File: config.mk
export PLATFORM = sky130hd
export DESIGN_NAME = pipeline_ctrl_flat
export DESIGN_NICKNAME = d
export VERILOG_FILES = /design/src/rtl/pipeline_ctrl_pkg.sv /design/src/rtl/pipeline_ctrl_if.sv /design/src/rtl/sat_counter.sv /design/src/rtl/pipeline_ctrl.sv /design/src/flat_wrapper.sv
export SDC_FILE = /design/constraint.sdc
export NUM_CORES = 1
export LEC_CHECK = 0
export BUFFER_PORTS_ARGS = -buffer_cell sky130_fd_sc_hd__buf_2
export CAP_MARGIN = 20
export CORE_MARGIN = 1.5
export CORE_UTILIZATION = 35
export CTS_CLUSTER_DIAMETER = 40
export DETAILED_ROUTE_END_ITERATION = 16
export PLACE_DENSITY = 0.59
export SETUP_SLACK_MARGIN = 0.4
export SYNTH_ARGS = -nofsm -noshare
export SYNTH_HDL_FRONTEND = slang
export SYNTH_SLANG_ARGS = --single-unit
File: constraint.sdc
create_clock -name clk -period 2.6 [get_ports clk]
set_clock_uncertainty 0.2 [all_clocks]
set_input_delay 0.13 -clock clk [delete_from_list [all_inputs] [get_ports clk]]
set_output_delay 0.13 -clock clk [all_outputs]
set_load 0.01 [all_outputs]
File: src/rtl/pipeline_ctrl_pkg.sv
// Shared definitions for the pipeline hazard/flow controller: FSM encodings,
// default parameters, forwarding selects and the control-bundle layout.
package pipeline_ctrl_pkg;

  localparam int unsigned MEM_TIMEOUT_DEF = 64;
  localparam int unsigned CNT_W_DEF       = 16;
  localparam int unsigned REG_AW          = 5;
  localparam int unsigned DRAIN_W         = 2;
  localparam int unsigned DRAIN_LEN       = 4;

  typedef enum logic [1:0] {
    ST_RUN      = 2'd0,
    ST_MEM_WAIT = 2'd1,
    ST_DRAIN    = 2'd2,
    ST_HALTED   = 2'd3
  } state_e;

  // Operand forwarding selects used by the datapath bypass muxes
  typedef enum logic [1:0] {
    FWD_RF    = 2'd0,
    FWD_EX_ME = 2'd1,
    FWD_ME_WB = 2'd2
  } fwd_sel_e;

  typedef struct packed {
    logic pc_stall;
    logic if_id_stall;
    logic id_ex_stall;
    logic ex_me_stall;
    logic if_id_flush;
    logic id_ex_flush;
    logic me_wb_bubble;
    logic pc_redirect_en;
  } ctrl_t;

  // A source read collides with a pending write; x0 never collides
  function automatic logic src_hit(logic [REG_AW-1:0] rd,
                                   logic [REG_AW-1:0] rs,
                                   logic              use_rs);
    return use_rs && (rd == rs) && (rd != '0);
  endfunction

endpackage

File: src/rtl/pipeline_ctrl_if.sv
// Hazard-controller bus: pipeline status in, stall/flush controls and
// performance counters out.
interface pipeline_ctrl_if #(
  parameter int unsigned CNT_W = pipeline_ctrl_pkg::CNT_W_DEF
) ();

  logic [pipeline_ctrl_pkg::REG_AW-1:0] id_rs1;
  logic [pipeline_ctrl_pkg::REG_AW-1:0] id_rs2;
  logic                                 id_use_rs1;
  logic                                 id_use_rs2;
  logic [pipeline_ctrl_pkg::REG_AW-1:0] ex_rd;
  logic                                 ex_mem_read;
  logic                                 ex_branch_taken;
  logic                                 me_mem_req;
  logic                                 dmem_ready;
  logic                                 halt_req;
  logic                                 resume;
  logic                                 cnt_clr;

  logic             pc_stall;
  logic             if_id_stall;
  logic             id_ex_stall;
  logic             ex_me_stall;
  logic             if_id_flush;
  logic             id_ex_flush;
  logic             me_wb_bubble;
  logic             pc_redirect_en;
  logic             halted;
  logic             mem_err;
  logic [CNT_W-1:0] stall_cycles;
  logic [CNT_W-1:0] flush_count;

  modport master (
    output id_rs1, id_rs2, id_use_rs1, id_use_rs2, ex_rd, ex_mem_read,
           ex_branch_taken, me_mem_req, dmem_ready, halt_req, resume, cnt_clr,
    input  pc_stall, if_id_stall, id_ex_stall, ex_me_stall, if_id_flush,
           id_ex_flush, me_wb_bubble, pc_redirect_en, halted, mem_err,
           stall_cycles, flush_count
  );

  modport slave (
    input  id_rs1, id_rs2, id_use_rs1, id_use_rs2, ex_rd, ex_mem_read,
           ex_branch_taken, me_mem_req, dmem_ready, halt_req, resume, cnt_clr,
    output pc_stall, if_id_stall, id_ex_stall, ex_me_stall, if_id_flush,
           id_ex_flush, me_wb_bubble, pc_redirect_en, halted, mem_err,
           stall_cycles, flush_count
  );

endinterface

File: src/rtl/sat_counter.sv
// Saturating up-counter with synchronous clear that wins over increment.
module sat_counter #(
  parameter int unsigned W = 16
) (
  input  logic         clk,
  input  logic         rstn,
  input  logic         inc,
  input  logic         clr,
  output logic [W-1:0] count
);

  logic [W-1:0] count_q;

  always_ff @(posedge clk or negedge rstn) begin
    if (!rstn) begin
      count_q <= '0;
    end else if (clr) begin
      count_q <= '0;
    end else if (inc && (count_q != '1)) begin
      count_q <= count_q + W'(1);
    end
  end

  assign count = count_q;

endmodule

File: src/rtl/pipeline_ctrl.sv
// Pipeline hazard controller: load-use stalls, branch flushes, data-memory
// wait freezing with timeout, debug halt drain, and performance counters.
module pipeline_ctrl #(
  parameter int unsigned MEM_TIMEOUT = pipeline_ctrl_pkg::MEM_TIMEOUT_DEF,
  parameter int unsigned CNT_W       = pipeline_ctrl_pkg::CNT_W_DEF
) (
  input  logic           clk,
  input  logic           rstn,
  pipeline_ctrl_if.slave bus
);

  import pipeline_ctrl_pkg::*;

  localparam int unsigned WAIT_W = $clog2(MEM_TIMEOUT + 1);

  state_e             state_q, state_d;
  logic               ret_drain_q, ret_drain_d;
  logic               halt_pend_q, halt_pend_d;
  logic [WAIT_W-1:0]  wait_q, wait_d;
  logic [DRAIN_W-1:0] drain_q, drain_d;
  logic               mem_err_q, mem_err_d;

  ctrl_t              ctrl_c;
  logic               stall_inc_c;
  logic               flush_inc_c;
  logic               load_use_c;
  logic               mem_hold_c;
  logic               in_wait_c;
  logic               drain_like_c;
  logic               halt_now_c;
  logic [WAIT_W-1:0]  wait_n_c;
  logic [CNT_W-1:0]   stall_cnt;
  logic [CNT_W-1:0]   flush_cnt;

  assign load_use_c = bus.ex_mem_read &&
                      (src_hit(bus.ex_rd, bus.id_rs1, bus.id_use_rs1) ||
                       src_hit(bus.ex_rd, bus.id_rs2, bus.id_use_rs2));
  assign mem_hold_c = bus.me_mem_req && !bus.dmem_ready;
  assign in_wait_c  = (state_q == ST_MEM_WAIT);

  // MEM_WAIT behaves as the state it froze once memory completes
  assign drain_like_c = (state_q == ST_DRAIN) || (in_wait_c && ret_drain_q);
  assign halt_now_c   = ((state_q == ST_RUN) && bus.halt_req) ||
                        (in_wait_c && !ret_drain_q && (halt_pend_q || bus.halt_req));
  assign wait_n_c     = (in_wait_c ? wait_q : WAIT_W'(0)) + WAIT_W'(1);

  always_ff @(posedge clk or negedge rstn) begin
    if (!rstn) begin
      state_q     <= ST_RUN;
      ret_drain_q <= 1'b0;
      halt_pend_q <= 1'b0;
      wait_q      <= '0;
      drain_q     <= '0;
      mem_err_q   <= 1'b0;
    end else begin
      state_q     <= state_d;
      ret_drain_q <= ret_drain_d;
      halt_pend_q <= halt_pend_d;
      wait_q      <= wait_d;
      drain_q     <= drain_d;
      mem_err_q   <= mem_err_d;
    end
  end

  always_comb begin
    state_d     = state_q;
    ret_drain_d = ret_drain_q;
    halt_pend_d = halt_pend_q;
    wait_d      = wait_q;
    drain_d     = drain_q;
    mem_err_d   = mem_err_q;
    ctrl_c      = '0;
    stall_inc_c = 1'b0;
    flush_inc_c = 1'b0;

    if (state_q == ST_HALTED) begin
      ctrl_c.pc_stall    = 1'b1;
      ctrl_c.if_id_stall = 1'b1;
      ctrl_c.id_ex_stall = 1'b1;
      ctrl_c.ex_me_stall = 1'b1;
      if (bus.resume) begin
        state_d   = ST_RUN;
        mem_err_d = 1'b0;
      end
    end else if (mem_hold_c) begin
      // Freeze the whole pipe; a pending branch waits for the completing cycle
      ctrl_c.pc_stall     = 1'b1;
      ctrl_c.if_id_stall  = 1'b1;
      ctrl_c.id_ex_stall  = 1'b1;
      ctrl_c.ex_me_stall  = 1'b1;
      ctrl_c.me_wb_bubble = 1'b1;
      ctrl_c.if_id_flush  = drain_like_c;
      stall_inc_c         = 1'b1;
      if (wait_n_c >= WAIT_W'(MEM_TIMEOUT)) begin
        state_d     = ST_HALTED;
        mem_err_d   = 1'b1;
        wait_d      = '0;
        halt_pend_d = 1'b0;
        ret_drain_d = 1'b0;
        drain_d     = '0;
      end else begin
        state_d     = ST_MEM_WAIT;
        wait_d      = wait_n_c;
        halt_pend_d = halt_now_c;
        if (!in_wait_c) begin
          ret_drain_d = drain_like_c;
        end
      end
    end else begin
      wait_d      = '0;
      halt_pend_d = 1'b0;
      ret_drain_d = 1'b0;
      if (bus.ex_branch_taken) begin
        ctrl_c.if_id_flush    = 1'b1;
        ctrl_c.id_ex_flush    = 1'b1;
        ctrl_c.pc_redirect_en = 1'b1;
        flush_inc_c           = 1'b1;
      end else if (load_use_c) begin
        ctrl_c.pc_stall    = 1'b1;
        ctrl_c.if_id_stall = 1'b1;
        ctrl_c.id_ex_flush = 1'b1;
        stall_inc_c        = 1'b1;
      end
      if (drain_like_c) begin
        ctrl_c.pc_stall    = 1'b1;
        ctrl_c.if_id_flush = 1'b1;
        if (drain_q == '0) begin
          state_d = ST_HALTED;
        end else begin
          state_d = ST_DRAIN;
          drain_d = drain_q - DRAIN_W'(1);
        end
      end else if (halt_now_c) begin
        state_d = ST_DRAIN;
        drain_d = DRAIN_W'(DRAIN_LEN - 1);
      end else begin
        state_d = ST_RUN;
      end
    end
  end

  sat_counter #(.W(CNT_W)) u_stall_cnt (
    .clk   (clk),
    .rstn  (rstn),
    .inc   (stall_inc_c),
    .clr   (bus.cnt_clr),
    .count (stall_cnt)
  );

  sat_counter #(.W(CNT_W)) u_flush_cnt (
    .clk   (clk),
    .rstn  (rstn),
    .inc   (flush_inc_c),
    .clr   (bus.cnt_clr),
    .count (flush_cnt)
  );

  assign bus.pc_stall       = ctrl_c.pc_stall;
  assign bus.if_id_stall    = ctrl_c.if_id_stall;
  assign bus.id_ex_stall    = ctrl_c.id_ex_stall;
  assign bus.ex_me_stall    = ctrl_c.ex_me_stall;
  assign bus.if_id_flush    = ctrl_c.if_id_flush;
  assign bus.id_ex_flush    = ctrl_c.id_ex_flush;
  assign bus.me_wb_bubble   = ctrl_c.me_wb_bubble;
  assign bus.pc_redirect_en = ctrl_c.pc_redirect_en;
  assign bus.halted         = (state_q == ST_HALTED);
  assign bus.mem_err        = mem_err_q;
  assign bus.stall_cycles   = stall_cnt;
  assign bus.flush_count    = flush_cnt;

endmodule

File: src/flat_wrapper.sv
// flat-port wrapper written by rule: the top's interface ports become plain ports
module pipeline_ctrl_flat import pipeline_ctrl_pkg::*;
#(
  parameter int unsigned MEM_TIMEOUT = pipeline_ctrl_pkg::MEM_TIMEOUT_DEF,
  parameter int unsigned CNT_W       = pipeline_ctrl_pkg::CNT_W_DEF
)
  (clk, rstn, bus_id_rs1, bus_id_rs2, bus_id_use_rs1, bus_id_use_rs2, bus_ex_rd, bus_ex_mem_read, bus_ex_branch_taken, bus_me_mem_req, bus_dmem_ready, bus_halt_req, bus_resume, bus_cnt_clr, bus_pc_stall, bus_if_id_stall, bus_id_ex_stall, bus_ex_me_stall, bus_if_id_flush, bus_id_ex_flush, bus_me_wb_bubble, bus_pc_redirect_en, bus_halted, bus_mem_err, bus_stall_cycles, bus_flush_count);
  pipeline_ctrl_if #(.CNT_W(CNT_W)) bus_i ();
  input  logic clk;
  input  logic rstn;
  input wire logic [$bits(bus_i.id_rs1)-1:0] bus_id_rs1;
  input wire logic [$bits(bus_i.id_rs2)-1:0] bus_id_rs2;
  input wire logic [$bits(bus_i.id_use_rs1)-1:0] bus_id_use_rs1;
  input wire logic [$bits(bus_i.id_use_rs2)-1:0] bus_id_use_rs2;
  input wire logic [$bits(bus_i.ex_rd)-1:0] bus_ex_rd;
  input wire logic [$bits(bus_i.ex_mem_read)-1:0] bus_ex_mem_read;
  input wire logic [$bits(bus_i.ex_branch_taken)-1:0] bus_ex_branch_taken;
  input wire logic [$bits(bus_i.me_mem_req)-1:0] bus_me_mem_req;
  input wire logic [$bits(bus_i.dmem_ready)-1:0] bus_dmem_ready;
  input wire logic [$bits(bus_i.halt_req)-1:0] bus_halt_req;
  input wire logic [$bits(bus_i.resume)-1:0] bus_resume;
  input wire logic [$bits(bus_i.cnt_clr)-1:0] bus_cnt_clr;
  output wire logic [$bits(bus_i.pc_stall)-1:0] bus_pc_stall;
  output wire logic [$bits(bus_i.if_id_stall)-1:0] bus_if_id_stall;
  output wire logic [$bits(bus_i.id_ex_stall)-1:0] bus_id_ex_stall;
  output wire logic [$bits(bus_i.ex_me_stall)-1:0] bus_ex_me_stall;
  output wire logic [$bits(bus_i.if_id_flush)-1:0] bus_if_id_flush;
  output wire logic [$bits(bus_i.id_ex_flush)-1:0] bus_id_ex_flush;
  output wire logic [$bits(bus_i.me_wb_bubble)-1:0] bus_me_wb_bubble;
  output wire logic [$bits(bus_i.pc_redirect_en)-1:0] bus_pc_redirect_en;
  output wire logic [$bits(bus_i.halted)-1:0] bus_halted;
  output wire logic [$bits(bus_i.mem_err)-1:0] bus_mem_err;
  output wire logic [$bits(bus_i.stall_cycles)-1:0] bus_stall_cycles;
  output wire logic [$bits(bus_i.flush_count)-1:0] bus_flush_count;
  assign bus_i.id_rs1 = bus_id_rs1;
  assign bus_i.id_rs2 = bus_id_rs2;
  assign bus_i.id_use_rs1 = bus_id_use_rs1;
  assign bus_i.id_use_rs2 = bus_id_use_rs2;
  assign bus_i.ex_rd = bus_ex_rd;
  assign bus_i.ex_mem_read = bus_ex_mem_read;
  assign bus_i.ex_branch_taken = bus_ex_branch_taken;
  assign bus_i.me_mem_req = bus_me_mem_req;
  assign bus_i.dmem_ready = bus_dmem_ready;
  assign bus_i.halt_req = bus_halt_req;
  assign bus_i.resume = bus_resume;
  assign bus_i.cnt_clr = bus_cnt_clr;
  assign bus_pc_stall = bus_i.pc_stall;
  assign bus_if_id_stall = bus_i.if_id_stall;
  assign bus_id_ex_stall = bus_i.id_ex_stall;
  assign bus_ex_me_stall = bus_i.ex_me_stall;
  assign bus_if_id_flush = bus_i.if_id_flush;
  assign bus_id_ex_flush = bus_i.id_ex_flush;
  assign bus_me_wb_bubble = bus_i.me_wb_bubble;
  assign bus_pc_redirect_en = bus_i.pc_redirect_en;
  assign bus_halted = bus_i.halted;
  assign bus_mem_err = bus_i.mem_err;
  assign bus_stall_cycles = bus_i.stall_cycles;
  assign bus_flush_count = bus_i.flush_count;
  pipeline_ctrl #(.MEM_TIMEOUT(MEM_TIMEOUT), .CNT_W(CNT_W)) u_core (.clk(clk), .rstn(rstn), .bus(bus_i));
endmodule
Yosys cells after proc, flatten, opt, wreduce, memory -nomap -nowiden
Index checks and enable logic that the tools add are counted.
- bits of input ports: 26
- logic and storage cells: 101
- register bits: 46
- multiplexer cells: 47
- add/subtract/negate cells: 4
- order comparisons: 1
- eq/ne operators: 11
- reductions and logical operators: 29
- bitwise gates (word level): 1
- operators with widths (operator ; count):
    $mux 16 ; 4
    $add 16x1->16 const B ; 2
    $ne 16x16->1 const B ; 2
    $mux 2 ; 15
    $mux 1 ; 23
    $mux 7 ; 3
    $logic_and 1x1->1 ; 12
    $eq 5x5->1 ; 2
    $mux 4 ; 2
    $reduce_bool 2->1 ; 4
    $add 7x1->7 const B ; 1
    $ge 7x7->1 const B ; 1
    $reduce_bool 5->1 ; 1
    $eq 2x2->1 const B ; 2
    $logic_not 2->1 ; 2
    $logic_or 1x1->1 ; 4
    $ne 2x2->1 const B ; 2
    $reduce_and 4->1 ; 1
    $ne 3x2->1 const B ; 1
    $ne 3x3->1 const B ; 1
    $reduce_and 3->1 ; 1
    $reduce_bool 3->1 ; 1
    $eq 2x1->1 const B ; 1
    $logic_not 1->1 ; 2
    other kinds (3) ; 3

Longest topological paths before layout
Gate-level depths: netlist of run 1.
- depth after elaboration: 12
- gate-level depth with buffers: 10
- depth with buffers taken out: 9

Hierarchy
From an unflattened synthesis of run 1, not the netlist that was laid out.
- cells, all modules: 331
- area, all modules: 2975.4 um2
- modules (own cells, without submodules) (module ; cells an instance ; seq. area each (um2) ; times used ; area each (um2)):
    sat_counter ; 98 ; 400.4 ; 2 ; 942.2
    pipeline_ctrl ; 135 ; 350.3 ; 1 ; 1091.0

Least setup slack after synthesis of run 1
No wires, ideal clock.
- kind: register -> register
- start: reg u_core.state_q[0]
- end: reg u_core.wait_q[2]
- arrival time: 2.313 ns
- period minus slack after synthesis: 2.639 ns
- stages on the path, launching flop included: 11
- path buffers: 1
- path slack: -0.039 ns
- library setup time: 0.126 ns
- path through: dfrtp_1 clkbuf_1 nor2b_1 and2_1 ha_1 nand3_1 or4_1 a21oi_1 nor3_2 a21oi_1 o21ai_0
- cells in the longest elaborated chain, start to end: 6
- elaborated cells on any way between the ends: 7
- ends and longest elaborated chain (item ; line ; RTL):
    start: declaration ; pipeline_ctrl.sv:16 ; state_e state_q, state_d;
    start signal: assignment ; pipeline_ctrl.sv:56 ; state_q <= state_d;
    $eq 2x1->1 ; pipeline_ctrl.sv:39 ; assign in_wait_c = (state_q == ST_MEM_WAIT);
    $mux 7 ; pipeline_ctrl.sv:45 ; assign wait_n_c = (in_wait_c ? wait_q : WAIT_W'(0)) + WAIT_W'(1);
    $add 7x1->7 ; pipeline_ctrl.sv:45 ;
    $ge 7x7->1 ; pipeline_ctrl.sv:94 ; if (wait_n_c >= WAIT_W'(MEM_TIMEOUT)) begin
    $mux 7 ; pipeline_ctrl.sv:94 ;
    $mux 7 ; pipeline_ctrl.sv:85 ; end else if (mem_hold_c) begin
    end signal: assignment ; pipeline_ctrl.sv:59 ; wait_q <= wait_d;
    end: declaration ; pipeline_ctrl.sv:19 ; logic [WAIT_W-1:0] wait_q, wait_d;
Parallel ways exist; a longest one is shown, timed or not.
A chain may end at the register's enable or synchronous reset.

Worst setup path in the final report of run 1
- start: reg u_core.state_q[1]
- end: reg u_core.wait_q[2]
Same word-level chain as after synthesis.

==> results of run 1 <==
==> power breakdown <==
part | internal [mW] | switching [mW]
registers | 0.770 | 0.0551
clock network | 0.190 | 0.254
logic | 0.397 | 0.460
==> Yosys cell counts (5+ instances only) <==
master / instances / area, um2
or3_1: 20 / 125.1
and3_1: 12 / 75.07
a21oi_1: 29 / 145.1
mux2i_1: 5 / 50.05
xor2_1: 6 / 52.55
nand2_1: 29 / 108.9
o21ai_0: 27 / 135.1
nand3_1: 15 / 75.07
nor2_1: 25 / 93.84
inv_1: 11 / 41.29
nand4_1: 13 / 81.33
xnor2_1: 15 / 131.4
dfrtp_1: 46 / 1151
clkbuf_1: 7 / 26.28
==> worst paths after layout <==
check | slack (ns) | endpoint | depth (start not counted) | start
worst max-delay path | 0.26 | u_core.wait_q[2] | 8 | u_core.state_q[1]
worst min-delay path | 0.10 | u_core.bus.mem_err | 4 | bus_me_mem_req
worst max register to register | 0.26 | u_core.wait_q[2] | 8 | u_core.state_q[1]
worst min register to register | 0.30 | u_core.bus.mem_err | 2 | u_core.bus.mem_err
max in group asynchronous | 1.63 | u_core.u_stall_cnt.count[10] | 3 | rstn
min in group asynchronous | 0.14 | u_core.u_stall_cnt.count[9] | 3 | rstn
==> flip-flops by register name (all words and copies together), names as in the netlist <==
signal	count
u_core.u_stall_cnt.count	16
u_core.state_q	2
u_core.bus.mem_err	1
u_core.halt_pend_q	1
u_core.u_flush_cnt.count	16
u_core.drain_q	2
u_core.ret_drain_q	1
u_core.wait_q	7
==> logic make-up (layout without fill, tap and decap cells) <==
| family | Yosys count | count (layout) | synth area share |
|---|---|---|---|
| buf+inv | 25 | 119 | 0.04324 |
| simple gates | 133 | 134 | 0.2603 |
| flops | 46 | 46 | 0.4277 |
| fa+ha+maj | 4 | 4 | 0.01860 |
| compound gates | 76 | 76 | 0.1632 |
| mux | 5 | 5 | 0.01860 |
| xor+xnor | 21 | 21 | 0.06834 |
==> per-stage QoR <==
step           setup WS, ns    util  area [um2]  power (mW)
3_3_place_gp         0.2420  0.4398        3224       1.529
3_5_place_dp         0.1854  0.4398        3224       1.538
4_1_cts              0.1955  0.4878        3576       2.124
2_1_floorplan        0.2659       -        2768       1.318
5_1_grt              0.1606  0.4996        3662       2.261
6_report             0.2575  0.4996        3662       2.127
==> layer usage <==
| metal | track usage | part of all wire | vias to the layer above |
|---|---|---|---|
| li1 | - | - | 1296 |
| met1 | 0.2316 | 0.45 | 1306 |
| met2 | 0.3064 | 0.49 | 76 |
| met3 | 0.03199 | 0.046 | 8 |
| met4 | 0.06614 | 0.014 | 0 |
| met5 | 0 | 0 | - |
==> worst max-delay path: stages, from the launching register on <==
cell and delay [ns]:
dfrtp_2 0.45, and3b_2 0.28, ha_4 0.16, nand3_4 0.08, or4_4 0.45, a21oi_4 0.25, nor3_4 0.10, a21oi_1 0.19
o21ai_1 0.08
==> area by class of cell <==
type	count	share of cell area
inverters	12	0.01230
repair buffers	99	0.1718
flip-flops and latches	46	0.3150
multi-input cells	240	0.4435
clock buffers	6	0.01982
well taps	99	0.03382
clock inverters	2	0.003758
==> timing repair <==
| action | CTS | global route |
|---|---|---|
| hold buffers | 5 | 0 |
| buffers inserted | 12 | 4 |
| resized for setup | 19 | 17 |
| hold endpoints to repair | 50 | 0 |
| setup endpoints to repair | 34 | 37 |
| pin swaps | 9 | 10 |
| cloned | 3 | 0 |
==> results.json, run 1 <==
{
  "hp-class": "input port to flip-flop",
  "cts-htree-levels": 2,
  "root_buffer": "clkbuf_8",
  "first_pass_iters": 4,
  "crit_fanout": 5,
  "dieArea_mm2": 0.008225,
  "area_growth_pct": 36.08,
  "syn-instance-count": 310,
  "std_cell_rows": 31,
  "core_mm2": 0.007331,
  "clkTransAtPathRegs_ns": 0.08,
  "multi_input_area_mm2": 0.001624,
  "cts_tree": "done",
  "grt_pass1_wl_mm": 12.22,
  "syn-num-nets": 340,
  "tns_ns": 0,
  "instances_no_fill": 504,
  "insertion_delay_ns": 0.31,
  "hpwl_mm": 4.927,
  "seq_area_mm2": 0.001154,
  "critPathLaunchType": "flip-flop",
  "via_count": 2686,
  "drive_above_1_share": 0.3358,
  "layout_common_cells": "buf_2, dfrtp_1, nand2_1",
  "synth_edf_count": 0,
  "peakVddDrop_uv": 342.9,
  "dp_cells": 472,
  "fillers": 691,
  "p_leak_nw": 1.643,
  "rsz0062_at_grt": "true",
  "async_flop_share": 1.000,
  "antenna_cells": 0,
  "fin_nets": 434,
  "wl_per_cell_um": 14.42,
  "postSynthAreaPerCell_um2": 8.682,
  "drv_slew": 0,
  "cp_data_arrival_time_ns": 2.33,
  "outcome": "finished clean",
  "syn_area_mm2": 0.002691,
  "start_util": 0.3671,
  "yosys_warnings": 0,
  "die_x_um": 90.69,
  "antenna_found_initial": 0,
  "fmax_ghz": 0.4269,
  "grt_use_total": 0.1818,
  "whs_ns": 0.1025,
  "gr-total-overflow": 0,
  "synth_cell_types": 47,
  "clock-sinks": 46,
  "io_pins": 68,
  "relSlewSlack": 0.5994,
  "routabilityCongestion": 0.9743,
  "hold_violations": 0,
  "portBuffers": 67,
  "grt_max_degree": 33,
  "synthFlopType": "dfrtp_1",
  "cts_buffer_depth": 2,
  "final.period_utilization": 0.9009,
  "finalSetupViolations": 0,
  "grt_pass1_vias": 2560,
  "crit_required_ns": 2.59,
  "ant_nets": 0,
  "drtIter0Drc": 126,
  "path_class": "flip-flop to flip-flop",
  "tightest_slew_ns": 0.6009,
  "viasPerCell": 5.329,
  "die_y_um": 90.69,
  "power_density_mw_per_mm2": 580.8,
  "period_needed_ns": 2.342,
  "mostFrequentLayoutCell": "buf_2",
  "end_kind": "flip-flop",
  "synth-seq-area-share": 0.4277,
  "cts_buffers": 5,
  "drc_errors": 0,
  "wl_mm": 7.269,
  "ys_ff_latch": 46,
  "max_cap_viol_count": 0
}
Note: power is estimated with default switching activity, not from simulation.
==> inputs of run 2 (changes only) <==
- PLACE_DENSITY: 0.59 -> 0.57
- clock period: 2.6 -> 2.7 ns (I/O delays scaled with it)
==> run 2 against run 1 <==
Total power decreased by 7.1%. Worst setup slack better by 0.17 ns. Clock power down 9.2%. Sequential power down 4.4%. Worst hold slack lost 0.094 ns. Non-clock buffer count shrank 7. Cell area decreased by 4.5%. Global-route usage is 0.83 points lower. Critical path type unchanged.
==> results.json, run 2 (same netlist as run 1, synthesis figures left out) <==
{
  "hp-class": "input port to flip-flop",
  "path_class": "flip-flop to flip-flop",
  "timing.rr.start": "u_core.state_q[1]",
  "ant_nets": 0,
  "tightest_slew_ns": 0.6639,
  "core_mm2": 0.007331,
  "hold_path.startpoint": "bus_halt_req",
  "first_pass_iters": 4,
  "reg2regPathDepth": 7,
  "start_util": 0.3671,
  "fmax_ghz": 0.4396,
  "drive_above_1_share": 0.3123,
  "outcome": "finished clean",
  "die_x_um": 90.69,
  "cts_buffer_depth": 2,
  "portBuffers": 67,
  "gr-total-overflow": 0,
  "dieArea_mm2": 0.008225,
  "via_count": 2589,
  "fin_nets": 427,
  "cp_data_arrival_time_ns": 2.26,
  "antenna_found_initial": 0,
  "die_y_um": 90.69,
  "final.period_utilization": 0.8426,
  "max_cap_viol_count": 0,
  "cts-htree-levels": 2,
  "fillers": 744,
  "crit_fanout": 5,
  "root_buffer": "clkbuf_8",
  "cts_tree": "done",
  "layout_common_cells": "buf_2, dfrtp_1, nand2_1",
  "crit_cells": 7,
  "grt_use_total": 0.1735,
  "critPathLaunchType": "flip-flop",
  "design_area_mm2": 0.003498,
  "placed_area_mm2": 0.003219,
  "grt_pass1_wl_mm": 11.83,
  "cp.buffers_inverters": 0,
  "end_kind": "flip-flop",
  "hpwl_mm": 4.855,
  "crit_required_ns": 2.68,
  "crit_start": "u_core.state_q[1]",
  "wl_per_cell_um": 13.86,
  "area_growth_pct": 29.99,
  "wl_mm": 6.874,
  "slowest_delay_ns": 0.45,
  "power_density_mw_per_mm2": 565.0,
  "drc_errors": 0,
  "whs_ns": 0.008204,
  "finalSetupViolations": 0,
  "relSlewSlack": 0.5574,
  "antenna_cells": 0,
  "clkTransAtPathRegs_ns": 0.08,
  "io_pins": 68,
  "hold_depth": 4,
  "critPathSlowestCell": "or4_4",
  "peakVddDrop_uv": 270.6,
  "hold_violations": 0,
  "drv_slew": 0,
  "viasPerCell": 5.220,
  "std_cell_rows": 31,
  "grt_pass1_vias": 2553,
  "period_needed_ns": 2.275,
  "crit_family": "simple AND/OR/NAND/NOR gates",
  "rsz0062_at_grt": "true",
  "cts_buffers": 5,
  "drtIter0Drc": 112,
  "p_leak_nw": 1.599,
  "mostFrequentLayoutCell": "buf_2",
  "rrSetupSlack_ns": 0.43,
  "crit_chain": "and3b_2, ha_4, nand3_4, or4_4, a21oi_4, nor3_2, a32o_1",
  "tns_ns": 0,
  "routabilityCongestion": 0.8266,
  "insertion_delay_ns": 0.30,
  "grt_max_degree": 47,
  "clock-sinks": 46
}
==> run 2: what timing repair did <==
item | 4_1_cts | 5_1_grt
endpoints found under the setup margin | 15 | 33
hold endpoints to repair | 48 | 0
pin swaps | 2 | 7
setup buffers | 6 | 5
hold buffers | 3 | 0
resized for setup | 6 | 18
gates cloned | 1 | 0
==> run 2: tightest hold or removal path, cell delays in order <==
cell     delay [ns]
buf_2          0.09
nand2_1        0.04
o21ai_0        0.07
a32o_1         0.13
==> run 2: layout make-up <==
cell class	instances	area [um2]	area share
flip-flops and latches	46	1152	0.3294
multi-input cells	240	1551	0.4435
well taps	99	123.9	0.03541
repair buffers	92	546.8	0.1563
clock buffers	5	68.82	0.01967
inverters	12	45.04	0.01288
clock inverters	2	10.01	0.002861
==> run 2: worst paths after layout <==
| check | to |
|---|---|
| max | u_core.halt_pend_q |
| min | u_core.halt_pend_q |
| max reg2reg | u_core.halt_pend_q |
| min reg2reg | u_core.bus.mem_err |
| max in group asynchronous | u_core.state_q[0] |
| min in group asynchronous | u_core.u_flush_cnt.count[5] |
==> run 2: metrics by stage <==
stage,cells,power (mW),setup WS (ns),util
after floorplan,310,1.266,0.3693,-
after CTS,491,1.963,0.3928,0.4646
final,496,1.976,0.4251,0.4772
after detailed placement,474,1.485,0.2427,0.4392
after global routing,496,2.121,0.3531,0.4772
after global placement,474,1.483,0.3015,0.4392
==> run 2: layer usage <==
layer,track usage,share of wire,vias up
met3,0.04125,0.044,5
met2,0.2870,0.48,45
li1,-,-,1281
met4,0.05556,0.0093,0
met1,0.2219,0.47,1258
met5,0,0,-
==> run 2: power breakdown <==
group          total (mW)  internal, mW  switching [mW]
clock network       0.403         0.174           0.229
logic               0.784         0.357           0.427
registers           0.790         0.742          0.0481
==> inputs of run 3 (changes only) <==
- ABC_AREA: unset -> 1
- clock period: 2.7 -> 2.05 ns (I/O delays scaled with it)
==> run 3 against run 2 <==
Utilization rose by 4.5 points. Clock power rose by 48%. Combinational power rose by 61%. Cell area rose by 31%. First-iteration DRC count fell by 21%. Non-clock buffer count rose by 33. Cell count rose by 36%. Total power rose by 47%. Sequential power rose by 32%. Largest power group is now combinational logic.
==> results.json, run 3 <==
{
  "drv_slew": 0,
  "instances_no_fill": 673,
  "hold_violations": 0,
  "hold_path.startpoint": "bus_halt_req",
  "cts_buffers": 5,
  "end_kind": "output port",
  "async_flop_share": 1.000,
  "die_y_um": 98.10,
  "p_leak_nw": 2.357,
  "synth_top_area_frac": 0.3636,
  "first_pass_iters": 4,
  "fillers": 833,
  "ys_ff_latch": 46,
  "combPwrFrac": 0.436,
  "clkTransAtPathRegs_ns": 0.09,
  "crit_required_ns": 1.75,
  "dieArea_mm2": 0.009624,
  "gr-total-overflow": 0,
  "timing.rr.start": "u_core.state_q[1]",
  "rsz0062_at_grt": "true",
  "crit_chain": "buf_4, o21ai_0, buf_4, nand4_1, buf_2",
  "final.period_utilization": 0.9273,
  "grt_pass1_wl_mm": 14.83,
  "r2r-end": "u_core.wait_q[0]",
  "path_class": "flip-flop to output port",
  "clock-sinks": 46,
  "cts_tree": "done",
  "power.share.switching": 0.3835,
  "syn-num-nets": 470,
  "power_density_mw_per_mm2": 633.6,
  "slowest_delay_ns": 0.46,
  "worstHoldEndpoint": "u_core.halt_pend_q",
  "switchingPower_mw": 1.113,
  "reg2regPathDepth": 10,
  "yosys_warnings": 0,
  "io_pins": 68,
  "synth_edf_count": 0,
  "grt_use_total": 0.1855,
  "cts_buffer_depth": 2,
  "std_cell_rows": 34,
  "crit_top_cell": "buf_4",
  "max_cap_viol_count": 0,
  "seqPwrFrac": 0.359,
  "routabilityCongestion": 0.8705,
  "area_growth_pct": 44.66,
  "cts-htree-levels": 2,
  "die_x_um": 98.10,
  "grt_max_degree": 47,
  "dp_cells": 625,
  "syn-instance-count": 440,
  "insertion_delay_ns": 0.30,
  "via_count": 3354,
  "yosys.area.top_type": "dfrtp_1",
  "clkPwrFrac": 0.205,
  "drive_above_1_share": 0.4053,
  "tns_ns": 0,
  "hold_depth": 5,
  "postSynthAreaPerCell_um2": 7.194,
  "antenna_cells": 0,
  "finalSetupViolations": 0,
  "core_mm2": 0.008763,
  "tightest_slew_ns": 0.6207,
  "synthTopCellsByCount": "nand2_1, inv_1, dfrtp_1",
  "start_util": 0.3612,
  "critPathLaunchType": "flip-flop",
  "drtIter0Drc": 88,
  "fmax_ghz": 0.5260,
  "crit_fanout": 4,
  "rrSetupSlack_ns": 0.17,
  "hpwl_mm": 6.037,
  "mostFrequentLayoutCell": "nand2_1",
  "synthFlopType": "dfrtp_1",
  "p_total_mw": 2.901,
  "grt_pass1_vias": 3217,
  "antenna_found_initial": 0,
  "fin_nets": 594,
  "hp-class": "input port to flip-flop",
  "cp_data_arrival_time_ns": 1.60,
  "period_needed_ns": 1.901,
  "synth_cell_types": 41,
  "viasPerCell": 4.984,
  "outcome": "finished clean",
  "synth_top_cells_by_area": "dfrtp_1, nand2_1, inv_1, nand3_1, nand4_1",
  "synth-seq-area-share": 0.3636,
  "relSlewSlack": 0.5862,
  "critPathSlowestCell": "dfrtp_2",
  "wl_per_cell_um": 13.15,
  "wl_mm": 8.851,
  "peakVddDrop_uv": 290.2,
  "root_buffer": "clkbuf_8",
  "synth.most_common_cell": "nand2_1",
  "p_int_mw": 1.789,
  "ant_nets": 0,
  "whs_ns": 0.02677,
  "drc_errors": 0,
  "syn_area_mm2": 0.003166,
  "layout_common_cells": "nand2_1, buf_2, inv_1",
  "portBuffers": 67
}
[run 3: cell types whose count changed in the layout (fill, tap and decap cells not counted), moves of 16 or more]
cell / change
nand2_1: +72
inv_1: +49
nand3_2: +20
buf_4: +19
or3_1: -18
o21ai_0: -16
a21oi_1: -20
[run 3: metal layers]
metal | share of wire | track usage | vias up
li1 | - | - | 1670
met1 | 0.46 | 0.2411 | 1591
met2 | 0.48 | 0.3125 | 78
met3 | 0.040 | 0.03006 | 15
met4 | 0.021 | 0.06484 | 0
met5 | 0 | 0 | -
[run 3: cells by family after synthesis]
group / after synthesis / share of synthesized area
DFF: 46 / 0.3636
buffers and inverters: 79 / 0.1036
xor gates and xnor gates: 16 / 0.04427
adders and majority gates: 4 / 0.01581
and+or+nand+nor: 253 / 0.3937
AOI/OAI and AO/OA: 42 / 0.07905
[run 3: power groups by stage]
stage	Sequential [mW]	Clock [mW]	Combinational, mW
finish	1.04	0.595	1.26
global route	1.05	0.656	1.38
global placement	1.07	0	0.921
CTS	1.04	0.613	1.19
floorplan	1.06	0	0.627
detailed placement	1.07	0	0.931
[run 3: timing repair]
| item | in CTS | in global routing |
|---|---|---|
| endpoints found under the setup margin | 50 | 51 |
| hold buffers | 6 | 0 |
| gates cloned | 3 | 0 |
| gates resized for setup | 32 | 53 |
| endpoints found under the hold margin | 54 | 0 |
| pin swaps | 35 | 31 |
| setup buffers | 24 | 7 |
[run 3: final cells by class]
class,count,area [um2],area share
Multi-Input combinational cell,317,2063,0.4505
Tap cell,108,135.1,0.02951
Clock buffer,6,82.58,0.01803
Clock inverter,2,12.51,0.002732
Sequential cell,46,1155,0.2522
Inverter,69,269.0,0.05874
Timing Repair Buffer,125,862.1,0.1883
[run 3: worst max-delay path, delay by kind of cell (launching register included)]
family | cells | cell delay [ns]
buffers and inverters | 3 | 0.49
flip-flops | 1 | 0.46
AND/OR/NAND/NOR | 1 | 0.09
AO/OA/AOI/OAI | 1 | 0.25
[run 3: worst max path at each step]
stage / start / to / slack [ns] / depth (start not counted)
floorplan: u_core.u_stall_cnt.count[0] / u_core.u_stall_cnt.count[10] / 0.26 / 9
global route: u_core.state_q[0] / bus_pc_stall / 0.05 / 5
finish: u_core.state_q[0] / bus_pc_stall / 0.15 / 5
global placement: u_core.u_flush_cnt.count[6] / u_core.u_flush_cnt.count[13] / 0.16 / 8
detailed placement: u_core.u_stall_cnt.count[1] / u_core.u_stall_cnt.count[6] / 0.14 / 9
CTS: u_core.state_q[1] / u_core.wait_q[0] / 0.19 / 10
[run 3: per-stage QoR]
| step | instance area (um2) | util | setup slack (ns) |
|---|---|---|---|
| 3_3_place_gp | 3815 | 0.4353 | 0.1637 |
| 5_1_grt | 4579 | 0.5226 | 0.05472 |
| 3_5_place_dp | 3815 | 0.4353 | 0.1403 |
| 4_1_cts | 4307 | 0.4914 | 0.1861 |
| 6_report | 4579 | 0.5226 | 0.1490 |
| 2_1_floorplan | 3261 | - | 0.2566 |
